<file path="config.mk">
export PLATFORM = sky130hd
export DESIGN_NAME = fifo_to_video_ctrl
export DESIGN_NICKNAME = d
export VERILOG_FILES = /design/src/rtl/fifo_to_video_ctrl.sv
export SDC_FILE = /design/constraint.sdc
export NUM_CORES = 1
export LEC_CHECK = 0
export ABC_CLOCK_PERIOD_IN_PS = 2000
export CAP_MARGIN = 5
export CORE_ASPECT_RATIO = 1.1
export CORE_UTILIZATION = 47
export DETAILED_ROUTE_END_ITERATION = 10
export MAX_ROUTING_LAYER = met4
export PLACE_DENSITY_LB_ADDON = 0.1
export SYNTH_ARGS = -nofsm -noshare
export SYNTH_HDL_FRONTEND = slang
export SYNTH_SLANG_ARGS = --single-unit
</file>
<file path="constraint.sdc">
create_clock -name video_clk -period 2 [get_ports video_clk]
set_clock_uncertainty 0.2 [all_clocks]
set_input_delay 0.6 -clock video_clk [delete_from_list [all_inputs] [get_ports video_clk]]
set_output_delay 0.6 -clock video_clk [all_outputs]
set_load 0.005 [all_outputs]
</file>
<file path="src/rtl/fifo_to_video_ctrl.sv">
// fifo_to_video_ctrl
//   Read-side video unpacker. Requests one AXI read burst per video line,
//   pops AXI4_DATA_WIDTH-bit words from the DDR read FIFO (1-cycle read
//   latency, show-ahead off) and emits PPW = AXI4_DATA_WIDTH/32 pixels per
//   word in step with the timing generator. Timing signals are delayed two
//   cycles so they line up with the pixel data.
//
// Ports
//   video_clk, video_rst_n      clock, async active-low reset
//   video_vs_in/hs_in/de_in     timing generator inputs (vs high = frame active)
//   fifo_data_in, fifo_empty    read FIFO data (valid 1 cycle after pop), empty flag
//   fifo_rd_en                  read FIFO pop (combinational)
//   video_vs/hs/de_out          timing delayed 2 cycles
//   video_data_out              24-bit RGB pixel
//   AXI_FULL_BURST_VALID/READY  line read burst request handshake
//   underflow                   sticky, set when a word was needed but the FIFO was empty
module fifo_to_video_ctrl #(
  parameter int AXI4_DATA_WIDTH = 128,
  parameter int H_ACTIVE        = 1920,
  parameter int V_ACTIVE        = 1080
) (
  input  logic                       video_clk,
  input  logic                       video_rst_n,
  input  logic                       video_vs_in,
  input  logic                       video_hs_in,
  input  logic                       video_de_in,
  input  logic [AXI4_DATA_WIDTH-1:0] fifo_data_in,
  input  logic                       fifo_empty,
  output logic                       fifo_rd_en,
  output logic                       video_vs_out,
  output logic                       video_hs_out,
  output logic                       video_de_out,
  output logic [23:0]                video_data_out,
  output logic                       AXI_FULL_BURST_VALID,
  input  logic                       AXI_FULL_BURST_READY,
  output logic                       underflow
);

  localparam int W   = AXI4_DATA_WIDTH;
  localparam int PPW = W / 32;
  localparam int PCW = (PPW > 1) ? $clog2(PPW) : 1;
  localparam int LRW = $clog2(V_ACTIVE + 1);

  if (((W % 32) != 0) || ((H_ACTIVE % PPW) != 0)) begin : g_bad_cfg
    $error("fifo_to_video_ctrl: data width or H_ACTIVE not a multiple of the pixel word");
  end

  logic [PCW-1:0] pix_cnt;
  logic           sel0;
  logic           rd_ok;
  logic           rd_ok_d1;
  logic           sel0_d1;
  logic           de_d1;
  logic           vs_d1;
  logic           hs_d1;
  logic [W-1:0]   shreg;
  logic [LRW-1:0] line_req;
  logic [1:0]     pending;
  logic [1:0]     pending_nxt;
  logic           vs_rise;
  logic           hs_fall;
  logic           req_event;
  logic           req_accept;
  logic           underflow_set;
  logic           unused_alpha;

  assign sel0          = video_de_in && (pix_cnt == '0);
  assign rd_ok         = sel0 && !fifo_empty;
  assign fifo_rd_en    = rd_ok;

  // vs_d1/hs_d1 double as the first stage of the timing delay pipe.
  assign vs_rise       = video_vs_in && !vs_d1;
  assign hs_fall       = !video_hs_in && hs_d1;
  assign underflow_set = de_d1 && sel0_d1 && !rd_ok_d1;

  assign req_accept    = AXI_FULL_BURST_VALID && AXI_FULL_BURST_READY;
  assign req_event     = vs_rise ||
                         (video_vs_in && hs_fall && (line_req < LRW'(V_ACTIVE)));

  // The 0xff filler byte of every pixel slot is discarded.
  assign unused_alpha  = ^{fifo_data_in[W-1 -: 8], shreg[W-1 -: 8]};

  // Pixel slot counter; free-runs across lines because H_ACTIVE is a
  // whole number of words, and restarts whenever the frame goes inactive.
  always_ff @(posedge video_clk or negedge video_rst_n) begin
    if (!video_rst_n) begin
      pix_cnt <= '0;
    end else if (!video_vs_in) begin
      pix_cnt <= '0;
    end else if (video_de_in) begin
      pix_cnt <= (pix_cnt == PCW'(PPW - 1)) ? '0 : pix_cnt + PCW'(1);
    end
  end

  // Stage 1: remember what was decided while the FIFO read is in flight.
  always_ff @(posedge video_clk or negedge video_rst_n) begin
    if (!video_rst_n) begin
      rd_ok_d1 <= 1'b0;
      sel0_d1  <= 1'b0;
      de_d1    <= 1'b0;
      vs_d1    <= 1'b0;
      hs_d1    <= 1'b0;
    end else begin
      rd_ok_d1 <= rd_ok;
      sel0_d1  <= sel0;
      de_d1    <= video_de_in;
      vs_d1    <= video_vs_in;
      hs_d1    <= video_hs_in;
    end
  end

  // Stage 2: pixel output and timing outputs.
  always_ff @(posedge video_clk or negedge video_rst_n) begin
    if (!video_rst_n) begin
      video_data_out <= '0;
      shreg          <= '0;
      video_vs_out   <= 1'b0;
      video_hs_out   <= 1'b0;
      video_de_out   <= 1'b0;
    end else begin
      video_vs_out <= vs_d1;
      video_hs_out <= hs_d1;
      video_de_out <= de_d1;
      if (de_d1) begin
        if (sel0_d1 && rd_ok_d1) begin
          video_data_out <= fifo_data_in[W-9 -: 24];
          shreg          <= fifo_data_in << 32;
        end else if (sel0_d1) begin
          // Starved word: blank every pixel of it.
          video_data_out <= '0;
          shreg          <= '0;
        end else begin
          video_data_out <= shreg[W-9 -: 24];
          shreg          <= shreg << 32;
        end
      end else begin
        video_data_out <= '0;
      end
    end
  end

  always_ff @(posedge video_clk or negedge video_rst_n) begin
    if (!video_rst_n) begin
      underflow <= 1'b0;
    end else if (underflow_set) begin
      underflow <= 1'b1;
    end else if (vs_rise) begin
      underflow <= 1'b0;
    end
  end

  // Line request bookkeeping. line_req counts requests raised this frame;
  // the vs rising edge prefetches line 0.
  always_ff @(posedge video_clk or negedge video_rst_n) begin
    if (!video_rst_n) begin
      line_req <= '0;
    end else if (!video_vs_in) begin
      line_req <= '0;
    end else if (vs_rise) begin
      line_req <= LRW'(1);
    end else if (hs_fall && (line_req < LRW'(V_ACTIVE))) begin
      line_req <= line_req + LRW'(1);
    end
  end

  always_comb begin
    pending_nxt = pending;
    if (req_event && !req_accept) begin
      if (pending != 2'd3) begin
        pending_nxt = pending + 2'd1;
      end
    end else if (req_accept && !req_event) begin
      pending_nxt = pending - 2'd1;
    end
  end

  // VALID is registered from the next pending value so it drops together
  // with the last accept and never offers a phantom request.
  always_ff @(posedge video_clk or negedge video_rst_n) begin
    if (!video_rst_n) begin
      pending              <= 2'd0;
      AXI_FULL_BURST_VALID <= 1'b0;
    end else begin
      pending              <= pending_nxt;
      AXI_FULL_BURST_VALID <= (pending_nxt != 2'd0);
    end
  end

endmodule
</file>
## After elaboration in Yosys (flattened, before gate mapping)

Cells that the tools add are included.

- Output and inout bits: 30
- Bits in registers: 169
- Input bits: 135
- Word-level logic and storage cells: 63

- Equal/unequal tests: 4
- Order comparisons: 1
- $add $sub $neg: 4
- Multiplexer cells: 16
- Reductions and logical operators: 23

Operators with widths:

| operator | number |
|---|---|
| $mux 120 | 2 |
| $mux 24 | 3 |
| $mux 11 | 3 |
| $logic_and 1x1->1 | 13 |
| $mux 2 | 6 |
| $add 11x1->11 const B | 1 |
| $lt 11x11->1 const B | 1 |
| $logic_not 1->1 | 6 |
| $add 2x1->2 const B | 2 |
| $reduce_bool 2->1 | 2 |
| $ne 3x1->1 const B | 1 |
| $eq 2x2->1 const B | 1 |
| $logic_not 2->1 | 1 |
| $mux 1 | 2 |
| $ne 2x1->1 const B | 1 |
| $ne 2x2->1 const B | 1 |
| $sub 2x1->2 const B | 1 |
| $logic_or 1x1->1 | 1 |

## Depth between registers and ports, before layout

Gate-level depths: netlist of run 1.

- Depth in word-level cells: 10
- Gate-level depth with buffers: 6
- Depth with buffers taken out: 6

## Worst setup path before layout of run 1

OpenSTA, ideal clock, no wires.

- Path type: input to register
- Start: in video_hs_in
- End: reg line_req[9]
- Required time: 1.672 ns
- Path buffers: 1
- Slack: 0.077 ns
- Arrival: 1.595 ns
- Setup time: 0.128 ns
- Stages: 6
- Cells stage by stage: nand2b_4 -> buf_6 -> or3_1 -> nor3_1 -> xnor2_1 -> nor2_1

- Longest elaborated chain between the ends: 4

RTL lines:

| what | line | text |
|---|---|---|
| from (decl) | 25 | `input logic video_hs_in,` |
| $logic_not 1->1 | 73 | `assign hs_fall = !video_hs_in && hs_d1;` |
| $logic_and 1x1->1 | 73 |  |
| $logic_and 1x1->1 | 161 | `end else if (hs_fall && (line_req < LRW'(V_ACTIVE))) begin` |
| $ne 3x1->1 (no source line) | - |  |
| to (signal assigned) | 162 | `line_req <= line_req + LRW'(1);` |
| to (decl) | 57 | `logic [LRW-1:0] line_req;` |

No other way between the ends.
A chain may end at the register's enable or synchronous reset.

## Worst setup path in the final report of run 1

- Start: reg pix_cnt[0]
- End: out fifo_rd_en

- Longest elaborated chain between the ends: 3

RTL lines:

| what | line | text |
|---|---|---|
| from (decl) | 48 | `logic [PCW-1:0] pix_cnt;` |
| from (signal assigned) | 91 | `pix_cnt <= (pix_cnt == PCW'(PPW - 1)) ? '0 : pix_cnt + PCW'(1);` |
| $logic_not 2->1 | 67 | `assign sel0 = video_de_in && (pix_cnt == '0);` |
| $logic_and 1x1->1 | 67 |  |
| named net sel0 | 49 | `logic sel0;` |
| $logic_and 1x1->1 | 68 | `assign rd_ok = sel0 && !fifo_empty;` |
| to (decl) | 29 | `output logic fifo_rd_en,` |

The timed path passes the listed nets, and every way through them passes these cells.

==> results by stage, run 1 <==
Yosys:
- In this run, synthesis produced a sequential element count of 121.
- After technology mapping, the gate count stands at 517.
- For this run, the register share of the synthesized area comes to 0.561.
- The post-synthesis instance area is 5400 sq um.
- During synthesis, Yosys emitted a total of 0 warnings.
- The mean instance size in the synthesized netlist is 10.4 sq um.
- The number of distinct library cell variants in the gate-level netlist after synthesis is 40.
- When the netlist entered floorplanning its net count stood at 657.

Drt:
- The routed design has 12.6 mm of wire.
- The detail-routed via count per cell is 5.19.
- The amount of wire on met3 after detailed routing is 568 um.
- Wire segments on met2 add up to 6.06 mm in the final route.
- For this block, the initial DRC count from the detailed router was 148.
- The residual antenna-violating net count after detailed routing is 0.
- The detailed router put a total of 5.85 mm of wire on met1.
- The number of remaining DRC errors is 0.
- The highest metal layer carrying signal wires in the routed design is met4.
- The number of vias in the routed layout is 4212.
- The mean routed wirelength per cell is 15.5 um.
- The iteration count of the initial detailed-routing pass is 5.

Finish:
- The area growth from synthesis to final layout is 40.4%.
- The final-stage net count is 793.
- The number of inserted diodes is 0.
- The sequential cells in the finished layout cover a total of 3030 sq um.
- In the final layout, the share of cells above drive strength 1 is 0.141.
- Summing all multi-input logic gate instances after layout gives 2110 sq um.
- The most common cell after layout, fill and taps aside is sky130_fd_sc_hd__dfrtp_1.
- Fill cells in the final layout number 868.
- The post-route non-filler standard cell count is 812.
- Measured on the finished design, the core utilization comes to 0.685.
- In the layout the commonest cells are sky130_fd_sc_hd__dfrtp_1 (118), sky130_fd_sc_hd__clkdlybuf4s50_1 (100), sky130_fd_sc_hd__nand3_1 (53), sky130_fd_sc_hd__nor2_1 (39), sky130_fd_sc_hd__nand2_1 (32).

Clocking:
- The longest clock path from root to sink contains 2 buffers.
- The total clock sinks is 121.
- Clock-pin slew was measured on the worst setup and hold paths at 0.05 ns.
- The later-pin clock latency in the skew report is 0.40 ns.
- The clock tree from TritonCTS is done.
- CTS built an H-tree with a depth of 4.
- The number of clock buffers added by TritonCTS is 17.
- CTS placed an instance of sky130_fd_sc_hd__clkbuf_16 at the clock tree root.

Floorplanning:
- The die is 114 um tall.
- The area enclosed by the die boundary is 11900 sq um.
- The region available for standard cell placement spans 11100 sq um.
- The starting utilization of the core area is 0.488.
- Pin placement for this block handled 165 I/O pins.
- After floorplanning, the core was divided into 40 placement rows.
- In this run the horizontal extent of the chip is 104 um.

Setup path:
- STA classifies the critical path endpoint as a primary output.
- Of all nets on the critical path, the largest fanout is 2.
- The worst setup path is launched from a flip-flop.
- The class of the most critical setup path is flip-flop to primary output.
- The data required time at the worst endpoint is 1.20 ns.
- The arrival time at the worst endpoint is 1.34 ns.

Timing:
- Setup violations remaining at the end of the flow were counted as 1.
- Setup repair after global routing could not meet its margin everywhere.
- After layout, the worst setup slack is -0.142 ns.
- The slew at the pin with the worst max-slew slack is 0.618 ns.
- The shortest clock period the worst path allows after layout is 2.14 ns.
- The number of pins with negative max-slew slack in the final report is 0.
- Based on the critical path, the design can be clocked at up to 0.467 GHz.
- Dividing the final minimum period by the clock period gives 1.07.
- Headroom to the max-slew limit came out at 0.588.
- The count of final hold-check violations was 0.

Pwr:
- The power after layout is 6720 uW.
- The worst supply voltage drop on vdd is 0.559 mV.
- In this run the static leakage power is 0.00335 uW.
- Power spread over the standard cell area amounts to 888 nW/um^2.

Place:
- The number of cells in the design after placement is 778.
- The final weighted congestion of routability-driven global placement is 0.829.
- Port buffering added 132 buffers.
- The half-perimeter wire length after placement is 8.78 mm.

Global route:
- The total global routing track utilization is 0.238.
- The via count of the first global-routing pass is 4299.
- Entering global routing, the biggest net connects 60 pins.
- The initial antenna violation count is 0.
- The first global-routing pass estimated 21.2 mm of wire.
- The remaining global-route overflow is 0.

Run status:
- The final reports fail on setup timing.
- The run finished, with violations left.

Hold path:
- In this run the worst hold path is classified as flip-flop to flip-flop.

Run:
- Across the run, the number of max-cap violations was 0.
-- state kept, by name, indices dropped and copies added, names as in the netlist --
signal and cells:
hs_d1 1, video_hs_out 1, video_de_out 1, pending 2, de_d1 1, underflow 1
shreg 72, vs_d1 1, pix_cnt 2, line_req 11, video_vs_out 1, video_data_out 24
sel0_d1 1, AXI_FULL_BURST_VALID 1, rd_ok_d1 1
-- critical path: stages, from the launching register on --
cell and delay [ns]:
sky130_fd_sc_hd__dfrtp_1 0.34, sky130_fd_sc_hd__inv_1 0.05, sky130_fd_sc_hd__ha_1 0.18, sky130_fd_sc_hd__and2_4 0.14, sky130_fd_sc_hd__nor2b_4 0.12, sky130_fd_sc_hd__buf_2 0.12
-- worst paths after layout --
path | from | end | slack, ns | depth (start not counted)
setup / recovery | pix_cnt[0] | fifo_rd_en | -0.14 | 5
hold / removal | hs_d1 | video_hs_out | 0.24 | 0
setup reg to reg | line_req[8] | AXI_FULL_BURST_VALID | 0.10 | 5
hold reg to reg | hs_d1 | video_hs_out | 0.24 | 0
max in group asynchronous | video_rst_n | de_d1 | 0.55 | 3
min in group asynchronous | video_rst_n | video_data_out[9] | 0.45 | 2
-- report_power, final --
part / switching (uW) / internal, uW
clock: 1020 / 2080
combinational: 386 / 489
sequential: 126 / 2620
total: 1540 / 5190
-- logic make-up after synthesis --
kind of cell,share of synthesized area
XOR/XNOR,0.0146
flip-flops,0.561
adder cells (fa/ha/maj),0.0116
AND/OR/NAND/NOR,0.171
AO/OA/AOI/OAI,0.135
multiplexers,0.0556
buffers and inverters,0.0505
-- synthesized netlist by cell type (all sizes together) --
library cell / number / area share
inv: 29 / 0.020
dfrtp: 121 / 0.56
xor2: 1 / 0.0016
a21oi: 3 / 0.0028
a31oi: 25 / 0.029
and2: 2 / 0.0023
o21ai: 27 / 0.025
mux2i: 3 / 0.0056
mux2: 24 / 0.050
xnor2: 8 / 0.013
ha: 5 / 0.012
or2: 1 / 0.0016
nand2: 32 / 0.022
o22ai: 24 / 0.028
clkbuf: 27 / 0.019
a22o: 24 / 0.039
nor2: 39 / 0.027
o21bai: 1 / 0.0014
a21boi: 1 / 0.0035
o211ai: 1 / 0.0014
o21a: 2 / 0.0028
nor2b: 2 / 0.0023
buf: 14 / 0.012
and3: 3 / 0.0037
nor4: 4 / 0.014
nand3b: 3 / 0.0042
a211oi: 1 / 0.0014
nor3b: 1 / 0.0014
a21o: 1 / 0.0014
nand2b: 26 / 0.032
nor3: 5 / 0.0046
or3: 1 / 0.0012
nand3: 54 / 0.052
nand4: 2 / 0.0023
-- metal layers --
layer / global-route usage / up-vias
li1: - / 2084
met1: 0.316 / 1992
met2: 0.361 / 128
met3: 0.0541 / 8
met4: 0.0829 / 0
met5: - / -
-- repair_timing --
action,in CTS,in global routing
resized for setup,37,0
endpoints found under the setup margin,30,1
pin swaps,0,0
hold endpoints to repair,23,0
setup buffers,1,1
hold buffers,1,0
-- area by class of cell --
cell class	count	share of cell area
Clock inverter	8	0.0155
Inverter	29	0.0144
Tap cell	147	0.0243
Multi-Input combinational cell	326	0.278
Sequential cell	121	0.401
Clock buffer	23	0.0644
Timing Repair Buffer	158	0.203
-- stage by stage --
step | hold slack, ns | TNS [ns] | cell area [sq um] | setup WS [ns]
final | 0.239 | -0.142 | 7570 | -0.142
after global routing | 0.269 | -0.222 | 7570 | -0.222
after global placement | 0.226 | -2.87 | 6980 | -0.677
after detailed placement | 0.219 | -3.54 | 6980 | -0.707
after floorplan | 0.104 | 0 | 5400 | 0.0770
after CTS | 0.239 | -0.162 | 7570 | -0.162
No activity file was read; power rests on OpenSTA's default activity.
==> run 2: changes to the inputs <==
- HOLD_SLACK_MARGIN: default -> 0.06
- SKIP_CTS_REPAIR_TIMING: default -> 1
==> run 2 against run 1 <==
The flow still finishes with violations (setup timing). First-iteration DRC count decreased by 2.7%. Core utilization up 0.95 points. Final cell count shrank 0.12%. Die area stayed put. Worst hold slack improved by 0.0014 ns. Largest power group unchanged.
==> results by stage, run 2 (same netlist as run 1, synthesis figures left out) <==
Run status:
- The flow ran to the end, but the final reports show violations.
- The checks that failed: setup timing.

Timing:
- The slew at the pin with the worst max-slew slack is 0.598 ns (-0.0202 ns).
- The post-route worst hold slack is 0.241 ns (+0.00143 ns).
- The final worst-path cycle share is 1.08 (+0.00661).
- The maximum achievable frequency was 0.464 GHz (-0.61%).
- The remaining max-slew budget at the tightest pin came to 0.601 (+0.0135).
- The shortest clock period the worst path allows after layout is 2.16 ns (+0.0132 ns).
- The count of final hold-check violations is 0 (unchanged).
- The number of setup violations in the final report came to 1 (unchanged).
- The number of pins with negative max-slew slack in the final report came to 0 (unchanged).
- The worst path setup slack after routing is -0.155 ns (-0.0132 ns).
- Setup repair after global routing could not meet its margin everywhere.

Clocking:
- The register clock-pin slew on the reported worst setup and hold paths came to 0.05 ns (about the same).
- The later-pin clock latency in the skew report is 0.41 ns (about the same).
- The number of H-tree levels is 4 (unchanged).
- The clock tree from TritonCTS is done.
- The clock tree buffer depth came to 2 (unchanged).
- The total clock sinks is 121 (unchanged).
- The number of clock buffers inserted by TritonCTS is 17 (unchanged).
- The cell at the root of the clock tree is sky130_fd_sc_hd__clkbuf_16.

Hold path:
- The class of the worst hold path is flip-flop to flip-flop.
- The sink of the worst hold path is video_hs_out.
- The startpoint identified for the worst hold timing path is hs_d1.
- The hold-critical path depth is 0 (unchanged).

Global route:
- The remaining global-route overflow is 0 (unchanged).
- The initial antenna violation count was 0 (unchanged).
- The via count of the first global-routing pass was 4306 (+0.16%).
- The global-route wire length before repair is 21.2 mm (about the same).
- The pin count of the biggest net entering global routing is 60 (unchanged).
- The total global routing track utilization is 0.238 (about the same).

Floorplanning:
- The starting utilization of the core area was 0.488 (unchanged).
- The number of I/O pins is 165 (unchanged).
- The core area is 11100 sq um (unchanged).
- The number of placement rows is 40 (unchanged).
- The area enclosed by the die boundary came to 11900 sq um (unchanged).
- The die height was 114 um (unchanged).
- The floorplan die width was 104 um (unchanged).

Finish:
- The flip-flop count of the largest register, all copies and words added is 72 (unchanged).
- shreg holds more flip-flops than any other register.
- The flip-flop and latch area was 3030 sq um (unchanged).
- The design area came to 7680 sq um (+1.4%).
- The multi-input combinational cell area is 2110 sq um (unchanged).
- The share of cells above drive strength 1 is 0.140 (-0.00129).
- The final-stage net count is 792 (-0.13%).
- The number of fillers in the final layout is 820 (-5.5%).
- The number of inserted diodes came to 0 (unchanged).
- The library cells used most frequently in the layout, excluding fill and tap cells, are sky130_fd_sc_hd__dfrtp_1 (118), sky130_fd_sc_hd__clkdlybuf4s50_1 (100), sky130_fd_sc_hd__nand3_1 (53), sky130_fd_sc_hd__nor2_1 (39), sky130_fd_sc_hd__nand2_1 (32).
- From synthesis to final layout, the design area changed by 42.3%.
- Leaving out fill and tap cells, the most frequent cell in the layout is sky130_fd_sc_hd__dfrtp_1.
- The largest registers in the layout are shreg (72), video_data_out (24), line_req (11).

Setup path:
- STA classifies the critical path endpoint as a primary output.
- The top cell family by delay on the critical path is flip-flops.
- The internal reg-to-reg setup slack came to 0.10 ns (about the same).
- The number of cells on the worst reg-to-reg path is 5 (unchanged).
- Traced cell by cell, the critical path runs through inv_1 > ha_1 > and2_4 > nor2b_4 > clkbuf_2.
- The number of buffer and inverter stages on the critical path is 2 (unchanged).
- The worst stage delay on the critical path is 0.39 ns (+0.05 ns).
- The maximum fanout along the worst path is 2 (unchanged).
- The arrival time at the worst endpoint is 1.36 ns (+0.02 ns).
- The endpoint of the lowest-slack register-to-register path is AXI_FULL_BURST_VALID.
- The slowest stage of the critical path belongs to the cell sky130_fd_sc_hd__dfrtp_1.
- The data required time at the worst endpoint is 1.20 ns (about the same).
- The reg-to-reg critical path startpoint is line_req[8].
- The worst setup path is of the flip-flop to primary output kind.
- The startpoint kind of the worst setup timing path is a flip-flop.

Drt:
- The mean routed wirelength per cell was 15.6 um (+0.39%).
- The iteration count of the initial detailed-routing pass is 4 (-1).
- The initial DRC count is 144 (-2.7%).
- The number of vias in the routed layout is 4217 (+0.12%).
- The routed wire length came to 12.6 mm (+0.27%).
- The number of remaining DRC errors came to 0 (unchanged).
- The detail-routed via count per cell is 5.20 (+0.24%).
- The residual antenna-violating net count after detailed routing is 0 (unchanged).

Pwr:
- The leakage power is 0.00368 uW (+10%).
- The power per standard cell area is 879 nW/um^2 (-1.0%).
- The worst supply voltage drop on vdd is 0.568 mV (+1.7%).

Place:
- The half-perimeter wire length after placement came to 8.78 mm (unchanged).
- The count of input and output buffers is 132 (unchanged).
- The cell area after placement is 6980 sq um (unchanged).
- The final weighted congestion of routability-driven global placement is 0.829 (unchanged).

Run:
- The max capacitance violation total is 0 (unchanged).
## run 2: layer usage
metal | GRT usage | vias up | share of wire
met4 | 0.0829 | 0 | 0.014
li1 | - | 2081 | -
met5 | - | - | 0
met2 | 0.361 | 125 | 0.47
met1 | 0.316 | 1997 | 0.47
met3 | 0.0546 | 14 | 0.044
## run 2: area by class of cell
class | instances | share of cell area
tap | 147 | 0.0239
inverter | 29 | 0.0142
multi-input combinational | 326 | 0.274
timing repair buffer | 157 | 0.214
clock inverter | 8 | 0.0153
sequential | 121 | 0.395
clock buffer | 23 | 0.0635
## run 2: how the worst max path moves through the flow
| stage | start | to | cells past startpoint |
|---|---|---|---|
| 3_3_place_gp | video_de_in | fifo_rd_en | 4 |
| 6_report | pix_cnt[0] | fifo_rd_en | 5 |
| 4_1_cts | video_de_in | fifo_rd_en | 4 |
| 5_1_grt | pix_cnt[0] | fifo_rd_en | 5 |
| 3_5_place_dp | video_de_in | fifo_rd_en | 4 |
| 2_1_floorplan | video_hs_in | line_req[9] | 6 |
## run 2: stage by stage
| stage | TNS [ns] | power (uW) | cells | utilization | setup slack (ns) |
|---|---|---|---|---|---|
| 6_report | -0.155 | 6750 | 811 | 0.694 | -0.155 |
| 3_5_place_dp | -3.54 | 3690 | 778 | 0.631 | -0.707 |
| 3_3_place_gp | -2.87 | 3660 | 778 | 0.631 | -0.677 |
| 4_1_cts | -1.67 | 6810 | 809 | 0.686 | -0.710 |
| 5_1_grt | -0.228 | 7030 | 811 | 0.694 | -0.228 |
| 2_1_floorplan | 0 | 3180 | 517 | - | 0.0770 |
## run 2: power by group
group,internal [uW],switching (uW),leakage [uW]
clock network,2070,1030,0.000299
registers,2620,126,0.00160
logic,507,388,0.00178
